===== src/rtl/tick_period_meter.sv =====
// Tick period meter: measures the clkin-cycle interval between divider ticks,
// flags tolerance against EXPECTED, detects overflow and tracks lock.
module tick_period_meter #(
   parameter int EXPECTED = 2500,
   parameter int TOL      = 2,
   parameter int LOCK_N   = 4
) (
   input  logic        clkin,
   input  logic        reset,
   input  logic        enable,
   input  logic        tick_in,
   output logic [11:0] period,
   output logic        period_valid,
   output logic        in_tol,
   output logic        overflow,
   output logic        locked
);

   typedef enum logic [1:0] {
      IDLE,
      WAIT_FIRST,
      MEASURE
   } state_t;

   localparam logic [31:0] LO     = 32'(EXPECTED - TOL);
   localparam logic [31:0] HI     = 32'(EXPECTED + TOL);
   localparam logic [2:0]  LK_MAX = 3'(LOCK_N);
   localparam logic [11:0] CNT_OV = 12'd4094;

   state_t      state;
   logic [11:0] cnt;
   logic [2:0]  lk;

   logic [12:0] meas;
   logic [31:0] meas32;
   logic        meas_ok;
   logic [2:0]  lk_inc;

   // meas is the interval including the tick cycle itself
   always_comb begin
      meas    = {1'b0, cnt} + 13'd1;
      meas32  = {19'd0, meas};
      meas_ok = (meas32 >= LO) && (meas32 <= HI);
      lk_inc  = (lk == LK_MAX) ? lk : lk + 3'd1;
   end

   always_ff @(posedge clkin) begin
      if (reset) begin
         state        <= IDLE;
         cnt          <= '0;
         lk           <= '0;
         period       <= '0;
         period_valid <= 1'b0;
         in_tol       <= 1'b0;
         overflow     <= 1'b0;
         locked       <= 1'b0;
      end else begin
         period_valid <= 1'b0;
         overflow     <= 1'b0;
         if (!enable) begin
            state  <= IDLE;
            cnt    <= '0;
            lk     <= '0;
            locked <= 1'b0;
         end else begin
            unique case (state)
               IDLE: begin
                  state <= WAIT_FIRST;
               end
               WAIT_FIRST: begin
                  if (tick_in) begin
                     cnt   <= '0;
                     state <= MEASURE;
                  end
               end
               MEASURE: begin
                  if (tick_in) begin
                     period       <= meas[11:0];
                     period_valid <= 1'b1;
                     in_tol       <= meas_ok;
                     cnt          <= '0;
                     if (meas_ok) begin
                        lk     <= lk_inc;
                        locked <= (lk_inc == LK_MAX);
                     end else begin
                        lk     <= '0;
                        locked <= 1'b0;
                     end
                  end else if (cnt == CNT_OV) begin
                     // interval would not fit in 12 bits: resync on next tick
                     overflow <= 1'b1;
                     lk       <= '0;
                     locked   <= 1'b0;
                     cnt      <= '0;
                     state    <= WAIT_FIRST;
                  end else begin
                     cnt <= cnt + 12'd1;
                  end
               end
               default: begin
                  state <= IDLE;
               end
            endcase
         end
      end
   end

endmodule


===== config.mk =====
export PLATFORM = sky130hd
export DESIGN_NAME = tick_period_meter
export DESIGN_NICKNAME = d
export VERILOG_FILES = /design/src/rtl/tick_period_meter.sv
export SDC_FILE = /design/constraint.sdc
export NUM_CORES = 1
export LEC_CHECK = 0
export CAP_MARGIN = 20
export CORE_MARGIN = 8
export CORE_UTILIZATION = 30
export DETAILED_ROUTE_END_ITERATION = 8
export PLACE_DENSITY = 0.52
export RECOVER_POWER = 25
export REMOVE_ABC_BUFFERS = 1
export SLEW_MARGIN = 10
export SYNTH_ARGS = -nofsm -noshare
export SYNTH_HDL_FRONTEND = slang
export SYNTH_SLANG_ARGS = --single-unit

===== constraint.sdc =====
create_clock -name clkin -period 4.9 [get_ports clkin]
set_input_delay 0.49 -clock clkin [delete_from_list [all_inputs] [get_ports clkin]]
set_output_delay 0.49 -clock clkin [all_outputs]
set_load 0.03 [all_outputs]

==> results.cfg <==
[cells_and_area]
regArea_sq_um = 661
layout.nets = 221
insertedDiodeCount = 0
final_layout_size_suffix_gt1_share_pct = 9.86
n_fill_cell = 564
multi_input_area_sq_um = 956
final_cell_mix = dfxtp_1, nor2_1, nand2_1
syn2layout_area_growth_pct = 18.8
final_common_cell = dfxtp_1

[global_route]
grt-ovfl-total = 0
grt_first_pass_wirelength_um = 6470
track_usage_pct = 9.33
grt_max_degree = 26
use_met2_pct = 13.0
grt_use_met3_pct = 2.55
antenna_found_initial = 0
busiest_layer = met2
gr-usage-met1_pct = 12.8
grt_pass1_vias = 1294

[power_and_ir_drop]
p_sw_w = 0.000113
powerDensity_nw_per_um2 = 254
power_frac_seq_pct = 52.5
total_power_w = 0.000516
ir_drop_v = 0.0000757
power_switching_share_pct = 21.9
p_leak_nw = 0.683
clkPwrFrac_pct = 43.9
p_comb_share_pct = 3.6
internal_power_w = 0.000403

[clock_network]
cts_sinks = 33
clock_latency_ns = 0.28
cts_setup_buffers = 0
numCtsBuffers = 5
ctsHoldBuffers = 0
cts_root_buf = clkbuf_8
cts_max_level = 2
post_cts_resize_count = 0
cts_buffer_depth = 2
tritoncts = yes
clkTransAtPathRegs_ns = 0.07

[critical_path]
reg2reg_depth = 6
setup.worst_path.class = input port to flip-flop
cp.required_ns = 5.12
endpoint_kind = flip-flop
crit_chain = clkdlybuf4s50_1 > and4b_1 > nand2b_1 > inv_2 > o211ai_1 > or3_1 > o21ai_1
arrival_ns = 2.77
cp_max_fo = 25
crit_end = locked
regToRegSetupSlack_ns = 2.70
start_kind = input port
crit_path_start = tick_in
reg2reg_from = state[1]
r2r_end = locked
slowest_stage = and4b_1
cp_slowest_stage_delay_ns = 0.80

[detailed_routing]
drtPass1Iterations = 4
vias = 1410
postRouteAntennaNets = 0
routedWlPerCell_um = 13.4
drtIter0Drc = 52
wl_um = 3810
viasPerCell = 4.95
post-route-drc-count = 0

[timing]
fin_crit_sh_pct = 52.1
tightestPinTransition_ns = 0.875
hold_viol_final = 0
hold_slack_ns = 0.457
finalMaxSlewViolations = 0
rsz0062_at_grt = no
slew_headroom_pct = 41.6
finalSetupTns_ns = 0
finalClockSkew_ns = 0.00532
min_period_ns = 2.55
timing.final.ws_setup_ns = 2.35
setup_viol = 0
fmaxAchievable_ghz = 0.392

[synthesis]
synth_edf_count = 0
yosysUniqueCellTypes = 51
netlist_instances = 197
seq_area_frac_synth_pct = 38.6
ys_ff_latch = 33
synthFlopType = dfxtp_1
syn_area_sq_um = 1710
yosysWarnings = 0
avgSynthCellArea_sq_um = 8.68
synthArstFlopShare_pct = 0

[floorplanning]
core_area_sq_um = 5510
chipHeight_um = 91.5
die_w_um = 91.5
initial_core_util_pct = 31.1
row_count = 27
ios = 20
dieArea_sq_um = 8370

[placed_design]
place_hpwl_um = 2730
gp_congestion = 0.736
place_ws_ns = 2.03
numPortBuffers = 19

[worst_hold_path]
hold_class = flip-flop to flip-flop

[outcome]
status = finished, final reports clean

[job]
cap_violations = 0
-- through the flow --
| stage | cell area (sq um) | util (%) | instances |
|---|---|---|---|
| after detailed placement | 1930 | 35.1 | 277 |
| after global placement | 1930 | 35.1 | 277 |
| final | 2030 | 36.9 | 285 |
| after global routing | 2030 | 36.9 | 285 |
| after CTS | 2030 | 36.9 | 285 |
| after floorplan | 1650 | - | 186 |
-- layout make-up --
type                       instances  share of cell area, %
inverter                           9                   1.66
sequential                        33                   32.5
tap                               72                   4.43
clock inverter                     1                  0.246
multi-input combinational        144                   47.0
clock buffer                       7                   4.74
timing repair buffer              19                   9.36
-- Yosys cell counts (all sizes together) (2+ instances only) --
library cell,n,area share (%)
inv,9,2.0
or3,5,2.1
buf,6,2.4
o21ai,7,2.0
nor2,31,6.9
a311oi,7,3.6
nor3,5,1.8
nand2b,4,1.5
a21oi,11,3.2
xor2,5,3.7
nand4,3,2.0
and3,3,1.4
nand2,17,3.7
nand3,5,1.8
clkbuf,5,1.1
xnor2,4,2.0
dfxtp,33,39
o211a,2,1.2
a22oi,2,1.2
a211oi,10,4.7
ha,5,3.7
and4b,2,1.2
-- per-layer routing --
metal / routed length (um) / vias to the layer above
met5: 0 / -
met4: 74 / 0
met3: 168 / 7
met2: 1580 / 27
met1: 1990 / 642
li1: - / 734
-- kinds of logic after synthesis --
group | share of synthesized area [%]
and+or+nand+nor | 25.6
AOI/OAI and AO/OA | 20.3
DFF | 38.6
buffers and inverters | 5.49
xor gates and xnor gates | 5.71
adders and majority gates | 3.66
muxes | 0.585
-- sequential cells by signal, indices dropped and copies added (netlist names) --
signal	cells
cnt	12
period_valid	1
in_tol	1
overflow	1
state	2
locked	1
lk	3
period	12
-- how the worst min path moves through the flow --
stage                start     end  depth (start not counted)
finish              locked  locked                          2
floorplan            lk[0]   lk[0]                          2
CTS                 locked  locked                          2
detailed placement  locked  locked                          2
global placement    locked  locked                          2
global route        locked  locked                          2
-- power by group through the flow --
stage	Sequential (W)	Clock (W)	Combinational, W
after global placement	0.000277	0	0.0000190
after global routing	0.000271	0.000248	0.0000209
after detailed placement	0.000277	0	0.0000191
after CTS	0.000271	0.000236	0.0000191
final	0.000271	0.000226	0.0000186
after floorplan	0.000278	0	0.00000852
-- worst max-delay path: cells and delay by family --
family          cells  cell delay (ns)
buf+inv             2             0.68
simple gates        3             1.37
compound gates      2             0.24
(Power assumes the default switching activity.)
